File: src/rtl/wm_pixel_packer.sv
// Packs watermarked pixels two-per-word into a show-ahead FIFO with end-of-image tagging,
// per-frame pixel counting and sticky overflow / count-mismatch flags.
module wm_pixel_packer #(
    parameter int unsigned Amba_Word   = 16,
    parameter int unsigned Data_Depth  = 8,
    parameter int unsigned Fifo_Depth  = 16,
    parameter int unsigned Fifo_Addr   = 4,
    parameter int unsigned Count_Width = 16
) (
    input  logic                   clk,
    input  logic                   rst,
    input  logic                   new_pixel,
    input  logic [Data_Depth-1:0]  Pixel_Data,
    input  logic                   Image_Done,
    input  logic [Data_Depth-1:0]  Np,
    output logic [Amba_Word-1:0]   out_data,
    output logic                   out_last,
    output logic                   out_valid,
    input  logic                   out_ready,
    output logic [Fifo_Addr:0]     fifo_level,
    output logic [Count_Width-1:0] pixel_count,
    output logic                   overflow,
    output logic                   count_err,
    output logic                   frame_done
);

    typedef enum logic [1:0] {S_LOW, S_HIGH, S_DONE} state_t;

    localparam logic [Fifo_Addr-1:0]   PtrOne = {{(Fifo_Addr-1){1'b0}}, 1'b1};
    localparam logic [Fifo_Addr:0]     LvlOne = {{Fifo_Addr{1'b0}}, 1'b1};
    localparam logic [Count_Width-1:0] CntOne = {{(Count_Width-1){1'b0}}, 1'b1};
    localparam logic [Data_Depth-1:0]  PadPix = '0;

    state_t                 r_state;
    logic                   r_done_q;
    logic [Data_Depth-1:0]  r_lo;
    logic [Count_Width-1:0] r_pixel_count;
    logic                   r_frame_done;
    logic                   r_count_err;

    // Stage register: a finished word waits here one cycle so its last bit is settled.
    logic                   r_stg_valid;
    logic [Amba_Word-1:0]   r_stg_data;
    logic                   r_stg_last;

    logic [Amba_Word-1:0]   r_mem      [Fifo_Depth];
    logic                   r_mem_last [Fifo_Depth];
    logic [Fifo_Addr-1:0]   r_wr_ptr;
    logic [Fifo_Addr-1:0]   r_rd_ptr;
    logic [Fifo_Addr:0]     r_level;
    logic                   r_overflow;

    logic                   w_rise;
    logic                   w_fall;
    logic                   w_acc;
    logic [Count_Width-1:0] w_cnt_next;
    logic [Count_Width-1:0] w_np_ext;
    logic [Count_Width-1:0] w_expected;
    logic                   w_stg_load;
    logic [Amba_Word-1:0]   w_stg_word;
    logic                   w_stg_last;
    logic                   w_mark_stg;
    logic                   w_mark_mem;
    logic                   w_empty;
    logic                   w_full;
    logic                   w_pop;
    logic                   w_push;
    logic                   w_drop;

    assign w_rise     = Image_Done & ~r_done_q;
    assign w_fall     = ~Image_Done & r_done_q;
    assign w_acc      = new_pixel & (r_state != S_DONE);
    assign w_cnt_next = w_acc ? r_pixel_count + CntOne : r_pixel_count;
    assign w_np_ext   = {{(Count_Width-Data_Depth){1'b0}}, Np};
    assign w_expected = w_np_ext * w_np_ext;

    assign w_empty = (r_level == '0);
    // Level never exceeds the power-of-two depth, so its MSB alone means full.
    assign w_full  = r_level[Fifo_Addr];
    assign w_pop   = ~w_empty & out_ready;
    assign w_push  = r_stg_valid & (~w_full | w_pop);
    assign w_drop  = r_stg_valid & w_full & ~w_pop;

    always_comb begin
        w_stg_load = 1'b0;
        w_stg_word = '0;
        w_stg_last = 1'b0;
        w_mark_stg = 1'b0;
        w_mark_mem = 1'b0;
        case (r_state)
            S_LOW: begin
                if (new_pixel && w_rise) begin
                    w_stg_load = 1'b1;
                    w_stg_word = {PadPix, Pixel_Data};
                    w_stg_last = 1'b1;
                end else if (w_rise && (r_pixel_count != '0)) begin
                    // Even frame: the final word is either leaving the stage now or already queued.
                    if (r_stg_valid) begin
                        w_mark_stg = 1'b1;
                    end else if (!w_empty) begin
                        w_mark_mem = 1'b1;
                    end
                end
            end
            S_HIGH: begin
                if (new_pixel) begin
                    w_stg_load = 1'b1;
                    w_stg_word = {Pixel_Data, r_lo};
                    w_stg_last = w_rise;
                end else if (w_rise) begin
                    w_stg_load = 1'b1;
                    w_stg_word = {PadPix, r_lo};
                    w_stg_last = 1'b1;
                end
            end
            default: ;
        endcase
    end

    always_ff @(posedge clk or negedge rst) begin
        if (!rst) begin
            r_state       <= S_LOW;
            r_done_q      <= 1'b0;
            r_lo          <= '0;
            r_pixel_count <= '0;
            r_frame_done  <= 1'b0;
            r_count_err   <= 1'b0;
            r_stg_valid   <= 1'b0;
            r_stg_data    <= '0;
            r_stg_last    <= 1'b0;
        end else begin
            r_done_q    <= Image_Done;
            r_stg_valid <= w_stg_load;
            r_stg_data  <= w_stg_word;
            r_stg_last  <= w_stg_last;
            case (r_state)
                S_LOW, S_HIGH: begin
                    if (new_pixel) begin
                        r_pixel_count <= w_cnt_next;
                        if (r_state == S_LOW) begin
                            r_lo <= Pixel_Data;
                        end
                    end
                    if (w_rise) begin
                        r_state      <= S_DONE;
                        r_frame_done <= 1'b1;
                        if (w_cnt_next != w_expected) begin
                            r_count_err <= 1'b1;
                        end
                    end else if (new_pixel) begin
                        r_state <= (r_state == S_LOW) ? S_HIGH : S_LOW;
                    end
                end
                S_DONE: begin
                    if (w_fall) begin
                        r_state       <= S_LOW;
                        r_pixel_count <= '0;
                        r_frame_done  <= 1'b0;
                    end
                end
                default: r_state <= S_LOW;
            endcase
        end
    end

    always_ff @(posedge clk or negedge rst) begin
        if (!rst) begin
            r_wr_ptr   <= '0;
            r_rd_ptr   <= '0;
            r_level    <= '0;
            r_overflow <= 1'b0;
        end else begin
            if (w_push) begin
                r_wr_ptr <= r_wr_ptr + PtrOne;
            end
            if (w_pop) begin
                r_rd_ptr <= r_rd_ptr + PtrOne;
            end
            case ({w_push, w_pop})
                2'b10:   r_level <= r_level + LvlOne;
                2'b01:   r_level <= r_level - LvlOne;
                default: ;
            endcase
            if (w_drop) begin
                r_overflow <= 1'b1;
            end
        end
    end

    // Storage needs no reset: outputs are gated by the level counter.
    always_ff @(posedge clk) begin
        if (w_push) begin
            r_mem[r_wr_ptr]      <= r_stg_data;
            r_mem_last[r_wr_ptr] <= r_stg_last | w_mark_stg;
        end
        if (w_mark_mem) begin
            r_mem_last[r_wr_ptr - PtrOne] <= 1'b1;
        end
    end

    assign out_valid   = ~w_empty;
    assign out_data    = w_empty ? '0 : r_mem[r_rd_ptr];
    assign out_last    = ~w_empty & r_mem_last[r_rd_ptr];
    assign fifo_level  = r_level;
    assign pixel_count = r_pixel_count;
    assign overflow    = r_overflow;
    assign count_err   = r_count_err;
    assign frame_done  = r_frame_done;

endmodule
File: config.mk
export PLATFORM = sky130hd
export DESIGN_NAME = wm_pixel_packer
export DESIGN_NICKNAME = d
export VERILOG_FILES = /design/src/rtl/wm_pixel_packer.sv
export SDC_FILE = /design/constraint.sdc
export NUM_CORES = 1
export LEC_CHECK = 0
export ABC_AREA = 1
export ABC_CLOCK_PERIOD_IN_PS = 3800
export CAP_MARGIN = 20
export CELL_PAD_IN_SITES_DETAIL_PLACEMENT = 1
export CELL_PAD_IN_SITES_GLOBAL_PLACEMENT = 2
export CORE_ASPECT_RATIO = 1.4
export CORE_MARGIN = 2
export CORE_UTILIZATION = 25
export DETAILED_ROUTE_END_ITERATION = 8
export PLACE_DENSITY_LB_ADDON = 0.1
export SLEW_MARGIN = 40
export SYNTH_ARGS = -nofsm -noshare
export SYNTH_HDL_FRONTEND = slang
export SYNTH_SLANG_ARGS = --single-unit
File: constraint.sdc
create_clock -name clk -period 3.8 [get_ports clk]
set_clock_uncertainty 0.15 [all_clocks]
set_input_delay 0.76 -clock clk [delete_from_list [all_inputs] [get_ports clk]]
set_output_delay 0.76 -clock clk [all_outputs]
set_load 0.01 [all_outputs]
==> results of run 1 <==
cells in the mapped netlist, types with 2 or more instances:
cell type  instances  area share [%]
nand2_2            5            0.20
nand2_4            2            0.14
nand4_1           10            0.39
o21ai_1            4            0.13
nand2_1          224             5.3
fa_1              23             2.9
inv_1            158             3.7
a21oi_1           30            0.95
buf_2              6            0.19
nand3b_1           4            0.19
xnor2_1            5            0.28
clkbuf_1          61             1.4
a31oi_1            4            0.16
nor4_1             3            0.12
ha_1              40             3.2
xor2_1            17            0.94
dfrtp_1           61             9.6
nor3_1             4            0.13
o21ai_0          173             5.5
nor2_1           249             5.9
edfxtp_1         272              52
o22ai_1           40             1.6
nand3_1           66             2.1
o221ai_1          46             2.5
o21bai_1           2           0.095
inv_2              4           0.095
logic make-up (layout without fill, tap and decap cells):
family	count (synthesis)	count (layout)	share of synthesized area [%]
adder cells (fa/ha/maj)	63	63	6.07
AND/OR/NAND/NOR	570	570	14.7
buffers and inverters	231	408	5.52
XOR/XNOR	23	23	1.32
flip-flops	333	333	61.2
AO/OA/AOI/OAI	303	303	11.2
where the power goes:
part / switching, mW / internal [mW] / leakage (nW) / total, mW
clock: 1.54 / 2.24 / 0.629 / 3.78
sequential: 0.360 / 4.31 / 3.30 / 4.67
combinational: 4.03 / 2.57 / 3.97 / 6.61
total: 5.93 / 9.13 / 7.90 / 15.1
registers in the layout, summed over array words and instances (netlist names):
signal	cells
r_mem	256
pixel_count	16
r_mem_last	16
r_stg_data	16
r_lo	8
fifo_level	5
r_rd_ptr	4
r_wr_ptr	4
r_state	2
count_err	1
frame_done	1
overflow	1
r_done_q	1
r_stg_last	1
r_stg_valid	1
timing repair:
action                                 4_1_cts  5_1_grt
gates resized for setup                    111       28
cloned                                       3        0
setup endpoints to repair                   18        4
endpoints found under the hold margin        0        0
setup buffers                                5        1
pin swaps                                   24       23
hold buffers                                 0        0
placed cells by master (no fill, tap or decap), types with 14 or more instances in the layout:
| master | count |
|---|---|
| a21oi_1 | 20 |
| buf_4 | 97 |
| clkbuf_16 | 38 |
| clkdlybuf4s50_1 | 36 |
| dfrtp_1 | 59 |
| dlygate4sd2_1 | 14 |
| edfxtp_1 | 272 |
| fa_1 | 22 |
| ha_1 | 34 |
| inv_1 | 149 |
| nand2_1 | 199 |
| nand2_2 | 21 |
| nand3_1 | 63 |
| nor2_1 | 232 |
| nor2_2 | 16 |
| o21ai_0 | 171 |
| o221ai_1 | 46 |
| o22ai_1 | 40 |
| xor2_1 | 17 |
worst max-delay path: stages:
cell and delay (ps):
buf_12 100, nand2_4 50, fa_2 590, fa_1 440, fa_1 570, inv_2 40
fa_1 550, ha_4 240, nand2_2 60, nand2_2 70, a21oi_2 120, nand2_1 90
nand2_1 90, nand2_2 70, nand2_1 60, inv_1 40, nor2_1 100, nand3_1 80
nor2_1 100, nand3_1 70, nand2_1 60, nand2_1 50
final cells by class:
cell class                 instances  area [um^2]
clock buffer                      51         1060
multi-input combinational        959         5600
inverter                         163          628
sequential                       333         9700
clock inverter                    19          216
fill                            7053        42900
timing repair buffer             175         1740
tap                              832         1040
worst max-delay path by stage:
stage               start                     to  slack (ps)  cells past startpoint
CTS                 Np[5]  count_err$_DFFE_PN0P_        -330                     22
floorplan           Np[2]  count_err$_DFFE_PN0P_        -600                     21
finish              Np[6]  count_err$_DFFE_PN0P_        -320                     22
global route        Np[3]  count_err$_DFFE_PN0P_        -560                     22
global placement    Np[0]  count_err$_DFFE_PN0P_       -1570                     23
detailed placement  Np[0]  count_err$_DFFE_PN0P_       -1650                     23
routing by layer:
layer	wire length, um	track usage, %	vias to the layer above
met4	847	3.52	0
met2	29500	32.5	149
met5	0	0	-
met1	21000	18.6	5890
li1	-	-	5546
met3	1520	1.92	55
per-stage QoR:
stage,instances,hold WS (ps)
2_1_floorplan,1523,314
3_3_place_gp,2453,311
3_5_place_dp,2453,305
4_1_cts,2531,77.6
5_1_grt,2532,94.9
6_report,2532,50.4
==> key figures, run 1 <==
Synthesis
  • Average size of a mapped cell: roughly 10 um^2
  • Synth warn: 0
  • Post-Synthesis Cells: 1,523
  • Synthesized cell area: 15,800 um^2
  • Post-synthesis sequential area ratio: between 60% and 70%
  • EDFF count, synth: 272
  • Syn nets: ~1,600
  • Ys flop type: edfxtp_1
  • Netlist cell types: 36
  • FF+latch count, synth: roughly 330
  • Post-synthesis async set-or-reset flop share: 18.3%

GRT
  • Overflow after GRT: 0
  • First-pass GRT wire length: between 80 and 90 mm
  • Initial antenna violation count: 1
  • Total GRT Usage: between 15 and 20%
  • Largest net degree at the start of global routing: 66
  • Vias in the first global route: 12,700

Routing
  • Drt wl/cell: about 21 um
  • # DRC: 0
  • Via/cell ratio: between 4 and 5
  • 1st-iter DRT viols: ~470
  • 1st-pass router iterations: 4
  • WL final: 52.9 mm
  • Final ANT Viol Nets: 0
  • Via Count: 11,600

Power
  • Peak supply drop: about 320 uV
  • Pwr Total: between 15 and 20 mW
  • Pwr Density: about 750 nW/um^2
  • Lkg Pwr: slightly below 8 nW

Floorplan
  • Die X: between 200 and 250 um
  • I/O Pins: 63
  • Rows: 109
  • Core area: 62,900 um^2
  • Die height: about 300 um
  • Initial Util: between 20 and 30%
  • Die Area: between 60,000 and 70,000 um^2

Place
  • Port Buf Inserts: 62
  • DP Area: about 18,000 um^2
  • Dpl hpwl: between 30 and 40 mm
  • Place WS: -1650 ps
  • Final RePlAce weighted congestion: 0.734

Worst setup path
  • Worst EP required: approximately 4000 ps
  • Startpoint types: input port
  • Reg2reg end: fifo_level[4]$_DFFE_PN0P_
  • R2R cell count: 18
  • Worst path arrival time: 4400 ps
  • Setup CP Type: in2reg
  • RR Startpoint: fifo_level[4]$_DFFE_PN0P_
  • Crit end category: register
  • Worst Path Max Fanout: 5
  • Setup slack, reg-to-reg: 870 ps

Timing
  • Final WS setup: -320 ps
  • Max Freq: 0.243 GHz
  • Post-layout min period: 4120 ps
  • RSZ-0062 raised after global routing: true
  • Worst Max-Slew Pin Slew: approximately 670 ps
  • Crit share post-route: 108%
  • Slew headroom: 55.4%
  • Fin. max-slew vios: 0
  • Setup TNS: -320 ps
  • Hold Fails Final Rpt: 0
  • Final setup violation count: 1

Layout
  • Fraction of layout cells with a size suffix above 1: between 10% and 20%
  • Number of diodes: 0
  • Cell area after layout: ~20,000 um^2
  • Final Util: a little under a third
  • P&R area growth vs syn: 26.1%
  • Final net count: roughly 1,800

Run status
  • Status: finished with violations
  • Failing checks: setup timing

Clock tree
  • H-Tree Level Count: 2
  • CTS Buffer Depth: 3
  • CTS tree: yes
  • Worst-Skew Late Latency: 540 ps
  • CTS buffer count: 38
  • CTS clk-pin slew, worst paths: about 70 ps
  • Sink Count: 333
  • Clock root buffer: clkbuf_16

Hold path
  • HP Class: in2async

Run
  • Max-cap violations: 0
Note: power is estimated with default switching activity, not from simulation.
==> run 2, diff against run 1 <==
--- a/config.mk
+++ b/config.mk
@@ -11,7 +11,6 @@
 export CELL_PAD_IN_SITES_DETAIL_PLACEMENT = 1
 export CELL_PAD_IN_SITES_GLOBAL_PLACEMENT = 2
 export CORE_ASPECT_RATIO = 1.4
-export CORE_MARGIN = 2
 export CORE_UTILIZATION = 25
 export DETAILED_ROUTE_END_ITERATION = 8
 export PLACE_DENSITY_LB_ADDON = 0.1
==> run 2 against run 1 <==
Effect of this change:
- the run still ends with setup timing left
- worst hold slack improved by 33 ps
- flip-flop and latch count did not move
- cell count fell by 0.28%
- register-to-register slack got worse by 250 ps
- maximum frequency fell by 0.41%
- count of clock-buffer cells in the layout did not move
- utilization rose by 0.53 points
- worst setup slack got worse by 17 ps
- sequential share of layout area fell by 0.35 points
- global-route usage rose by 0.93 points
- design area rose by 0.72%
- critical path type unchanged
- critical endpoint unchanged
==> key figures, run 2 (synthesized netlist as in run 1, its figures left out) <==
Power
  • Pwr Density: between 700 and 800 nW/um^2
  • Peak supply drop: 257 uV
  • P_sw: approximately 6 mW
  • Pint: between 9 and 10 mW
  • Net Sw Frac: 39.6%
  • Clock power frac: approximately a quarter
  • Lkg Pwr: ~8 nW
  • Logic gate share of total power: ~45%
  • Sequential group share of total power: between 30 and 40%
  • Pwr Total: 15.2 mW

Clock tree
  • CTS clk-pin slew, worst paths: about 60 ps
  • CTS tree: yes
  • Worst-Skew Late Latency: approximately 540 ps
  • H-Tree Level Count: 2
  • CTS Buffer Depth: 3
  • CTS buffer count: 38
  • Sink Count: between 300 and 400
  • Clock root buffer: clkbuf_16

Layout
  • Top reg by flops: r_mem
  • Max FFs per register: 256
  • Commonest cells after routing, fill and taps aside: 272 x edfxtp_1, 230 x nor2_1, 199 x nand2_1, 171 x o21ai_0, 152 x inv_1
  • Number of diodes: 0
  • Final Instance Count excl. Fillers: 2,525
  • Fraction of layout cells with a size suffix above 1: 16.0%
  • Most common cell after layout, fill and taps aside: edfxtp_1
  • Final Util: 32.3%
  • Final net count: around 1,800
  • P&R area growth vs syn: 27.1%

GRT
  • Overflow after GRT: 0
  • First-pass GRT wire length: around 83 mm
  • Vias in the first global route: 12,800
  • Largest net degree at the start of global routing: slightly above 60
  • Total GRT Usage: between 15 and 20%
  • Initial antenna violation count: 1

Floorplan
  • Rows: ~110
  • I/O Pins: 63
  • Die X: between 200 and 250 um
  • Die height: 300 um
  • Initial Util: about 25%
  • Core area: roughly 62,000 um^2
  • Die Area: 64,400 um^2

Timing
  • Max Freq: around 0.24 GHz
  • Slew headroom: between 50% and 60%
  • Post-layout min period: about 4100 ps
  • Final setup violation count: 1
  • Final WS setup: -337 ps
  • Crit share post-route: 109%
  • RSZ-0062 raised after global routing: true
  • Worst Max-Slew Pin Slew: ~690 ps
  • Fin. max-slew vios: 0
  • Hold slack: 83.8 ps
  • Hold Fails Final Rpt: 0

Worst setup path
  • Reg2reg end: fifo_level[4]$_DFFE_PN0P_
  • Setup slack, reg-to-reg: 620 ps
  • Crit. Startpoint: Np[4]
  • Startpoint types: input port
  • Worst EP required: between 4000 and 5000 ps
  • Worst Path Max Fanout: 6
  • Crit end category: register
  • Worst path arrival time: ~4400 ps
  • Setup CP Type: in2reg
  • R2R cell count: 18
  • Crit path to: count_err$_DFFE_PN0P_
  • RR Startpoint: fifo_level[1]$_DFFE_PN0P_

Place
  • Place WS: -1490 ps
  • Dpl hpwl: 35.5 mm
  • Placed insts: 2,446
  • Port Buf Inserts: 62
  • Final RePlAce weighted congestion: about 0.75

Routing
  • Drt wl/cell: around 22 um
  • Via/cell ratio: between 4 and 5
  • 1st-pass router iterations: 4
  • 1st-iter DRT viols: between 400 and 500
  • Via Count: 11,800
  • WL final: about 55 mm
  • # DRC: 0
  • Final ANT Viol Nets: 0

Run status
  • Failing checks: setup timing
  • Status: finished with violations

Hold path
  • HP Class: in2async

Run
  • Max-cap violations: 0
==> run 2: worst min path at each step <==
stage                                    start                        end  slack [ps]  cells past startpoint
after floorplan                            rst      count_err$_DFFE_PN0P_         310                      0
after global placement    overflow$_DFFE_PN0P_       overflow$_DFFE_PN0P_         310                      1
after detailed placement  overflow$_DFFE_PN0P_       overflow$_DFFE_PN0P_         310                      1
after CTS                                  rst  fifo_level[3]$_DFFE_PN0P_         110                      1
after global routing                       rst  fifo_level[4]$_DFFE_PN0P_         130                      1
final                                      rst  fifo_level[4]$_DFFE_PN0P_          80                      1
==> run 2: area by class of cell <==
type                            instances  area, um^2
Clock buffer                           51        1030
Clock inverter                         14         156
Fill cell                            6889       42200
Inverter                              163         624
Multi-Input combinational cell        959        5670
Sequential cell                       333        9700
Tap cell                              825        1030
Timing Repair Buffer                  180        1910
==> run 2: per-stage QoR <==
step                instance area, um^2  TNS (ps)
floorplan                         16000      -604
global placement                  18400     -1440
detailed placement                18400     -1490
CTS                               19800      -465
global route                      20100      -559
finish                            20100      -337
==> run 2: repair_timing <==
| action | 4_1_cts | 5_1_grt |
|---|---|---|
| buffers inserted | 6 | 6 |
| resized for setup | 74 | 70 |
| hold buffers | 0 | 0 |
| pin swaps | 26 | 38 |
| gates cloned | 3 | 1 |
| endpoints found under the setup margin | 16 | 7 |
==> run 2: layer usage <==
layer	share of wire [%]	global-route usage (%)
met1	40	19.4
met2	55	33.9
met3	2.2	1.91
met4	2.7	5.31
met5	0	0
==> run 2: worst max-delay path, stage by stage <==
cell and delay [ps]:
buf_12 90, nand2_4 50, fa_2 590, fa_1 440, fa_1 550, inv_2 40, fa_1 550, ha_4 240
nand2_4 90, inv_2 40, a21oi_4 180, nand2_4 90, nand2_2 70, nand2_2 60, nand2_2 60, nand2_2 40
nor2_2 100, nand2_1 60, nor2_1 100, nand3_1 70, nand2_1 60, nand2_1 50
==> run 2: power groups by stage <==
stage | combinational [mW] | clock (mW) | sequential (mW)
detailed placement | 6.47 | 0 | 4.75
CTS | 6.75 | 3.71 | 4.69
floorplan | 3.41 | 0 | 4.65
global route | 7.66 | 3.85 | 4.73
global placement | 6.44 | 0 | 4.75
finish | 6.87 | 3.61 | 4.67
==> run 3, diff against run 2 <==
--- a/config.mk
+++ b/config.mk
@@ -11,9 +11,11 @@
 export CELL_PAD_IN_SITES_DETAIL_PLACEMENT = 1
 export CELL_PAD_IN_SITES_GLOBAL_PLACEMENT = 2
 export CORE_ASPECT_RATIO = 1.4
+export CORE_MARGIN = 4
 export CORE_UTILIZATION = 25
 export DETAILED_ROUTE_END_ITERATION = 8
 export PLACE_DENSITY_LB_ADDON = 0.1
+export REMOVE_ABC_BUFFERS = 1
 export SLEW_MARGIN = 40
 export SYNTH_ARGS = -nofsm -noshare
 export SYNTH_HDL_FRONTEND = slang
==> run 3 against run 2 <==
Effect of this change:
- the run still ends with setup timing left
- sequential power about the same
- clock power decreased by 4%
- flip-flop and latch count unchanged
- sequential share of layout area increased by 0.19 points
- register-to-register slack improved by 260 ps
- worst hold slack got worse by 15 ps
- maximum frequency increased by 0.84%
- die area increased by 4.9%
- non-clock buffer count unchanged
- global-route usage decreased by 1.4 points
- highest routed layer unchanged
==> key figures, run 3 (synthesized netlist as in run 1, its figures left out) <==
Layout
  • Fraction of layout cells with a size suffix above 1: 16.2%
  • Number of diodes: 0
  • Commonest cells after routing, fill and taps aside: 272 x edfxtp_1, 229 x nor2_1, 199 x nand2_1, 173 x o21ai_0, 149 x inv_1
  • P&R area growth vs syn: 26.6%
  • Final net count: roughly 1,800
  • # fillers: approximately 7,000
  • Max FFs per register: roughly 260
  • Cell area after layout: roughly 20,000 um^2
  • Final Instance Count excl. Fillers: between 2,000 and 3,000
  • Most common cell after layout, fill and taps aside: edfxtp_1
  • Top reg by flops: r_mem

Worst setup path
  • Crit end category: register
  • Worst EP required: 4080 ps
  • Crit path largest cell delay: 560 ps
  • Critical path buffer and inverter count: 3
  • Cell family with most CP delay: adder cells
  • Worst-path cell chain: buf_12 > nand2_4 > fa_1 > fa_1 > fa_1 > fa_1 > inv_2 > ha_4 > nand2_4 > nand2_4 > a21oi_4 > nand2_4 > nand2_2 > nand3b_1 > buf_4 > nand3_1 > nand2_1 > nor2_1 > nand3_1 > nand2_1 > nand2_1
  • Setup CP Type: in2reg
  • CP max stage cell: fa_1
  • Worst Path Max Fanout: 5
  • Worst path arrival time: approximately 4400 ps
  • Setup slack, reg-to-reg: around 880 ps
  • Startpoint types: input port

Timing
  • Slew headroom: 53.5%
  • Post-layout min period: just over 4000 ps
  • Fin. max-slew vios: 0
  • Worst Max-Slew Pin Slew: roughly 700 ps
  • Max Freq: about 0.24 GHz
  • Final WS setup: -302 ps
  • Hold Fails Final Rpt: 0
  • RSZ-0062 raised after global routing: true
  • Setup TNS: -302 ps
  • Final setup violation count: 1
  • Crit share post-route: 108%

Floorplan
  • Core area: between 60,000 and 70,000 um^2
  • Die Area: roughly 68,000 um^2
  • I/O Pins: 63
  • Rows: approximately 110
  • Die height: 306 um
  • Initial Util: about 25%
  • Die X: between 200 and 250 um

Place
  • Placed insts: ~2,400
  • Final RePlAce weighted congestion: around 0.72
  • Port Buf Inserts: just over 60
  • Dpl hpwl: 33.4 mm
  • Place WS: -1670 ps
  • DP Area: around 18,000 um^2

GRT
  • Overflow after GRT: 0
  • Initial antenna violation count: 0
  • Total GRT Usage: between 15 and 20%
  • First-pass GRT wire length: slightly above 80 mm
  • Vias in the first global route: between 10,000 and 15,000
  • Largest net degree at the start of global routing: 71

Run status
  • Status: finished with violations
  • Failing checks: setup timing

Run
  • Max-cap violations: 0

Routing
  • # DRC: 0
  • 1st-pass router iterations: 5
  • 1st-iter DRT viols: 516
  • Via/cell ratio: 4.63
  • Drt wl/cell: between 20 and 25 um
  • Via Count: around 12,000
  • WL final: roughly 54 mm
  • Final ANT Viol Nets: 0

Clock tree
  • CTS buffer count: 37
  • Sink Count: between 300 and 400
  • CTS Buffer Depth: 3
  • CTS clk-pin slew, worst paths: around 60 ps
  • # hold bufs at CTS: 0
  • Clock root buffer: clkbuf_16
  • H-Tree Level Count: 2
  • Worst-Skew Late Latency: 540 ps
  • CTS tree: yes

Power
  • Pwr Total: about 15 mW
  • Lkg Pwr: slightly below 8 nW
  • Pwr Density: ~740 nW/um^2
  • Peak supply drop: between 200 and 300 uV

Hold path
  • HP Class: in2async
[run 3: cell types whose count changed in the layout (fill, tap and decap cells not counted), sizes merged]
cell	delta
dlygate4sd2	-8
bufbuf	-2
dlymetal6s2s	+5
clkdlybuf4s50	+3
clkinvlp	-1
bufinv	-1
buf	-1
clkinv	+5
clkbuf	-1
[run 3: power by group]
part / leakage [nW] / internal, mW / switching, mW
sequential: 3.30 / 4.31 / 0.374
clock: 0.560 / 1.98 / 1.47
combinational: 4.06 / 2.70 / 4.06
[run 3: through the flow]
step                      utilization, %  hold slack (ps)
after global routing                32.1              102
final                               32.1             69.1
after global placement              29.2              316
after floorplan                        -              314
after CTS                           31.6             87.9
after detailed placement            29.2              318
[run 3: layout make-up]
class	instances	area, um^2	area share [%]
clock buffer	47	993	4.96
tap	825	1030	5.15
clock inverter	17	135	0.674
sequential	333	9700	48.4
multi-input combinational	959	5650	28.2
timing repair buffer	180	1900	9.45
inverter	163	643	3.21
[run 3: path summary, 6_finish.rpt]
check / endpoint / cells after the start / start
min in group clk: frame_done$_DFFE_PN0P_ / 2 / frame_done$_DFFE_PN0P_
min: fifo_level[2]$_DFFE_PN0P_ / 1 / rst
max: count_err$_DFFE_PN0P_ / 21 / Np[6]
max in group asynchronous: r_rd_ptr[0]$_DFFE_PN0P_ / 1 / rst
min reg2reg: frame_done$_DFFE_PN0P_ / 2 / frame_done$_DFFE_PN0P_
max reg2reg: fifo_level[4]$_DFFE_PN0P_ / 18 / fifo_level[4]$_DFFE_PN0P_
[run 3: repair_timing]
item,CTS,global route
cloned,3,4
setup endpoints to repair,18,16
buffers inserted,4,4
gates resized for setup,116,47
endpoints found under the hold margin,0,0
pin swaps,35,25
[run 3: routing by layer]
metal / GRT usage [%] / up-vias / share of wire (%)
met3: 2.39 / 60 / 3.5
met1: 19.2 / 5918 / 41
li1: - / 5549 / -
met4: 3.62 / 0 / 2.2
met2: 29.5 / 161 / 53
met5: 0 / - / 0
[run 3: worst register-to-register path: stages (launching register included)]
cell	delay, ps
dfrtp_1	440
inv_2	110
nand2_1	80
nor4_4	190
inv_2	100
nand2_2	110
inv_2	100
o21ai_4	140
ha_1	250
inv_1	110
fa_1	370
inv_1	90
a21oi_1	70
nor2_1	100
nor2_1	60
nand2_1	50
nand2_1	50
nor2_1	100
xor2_1	140
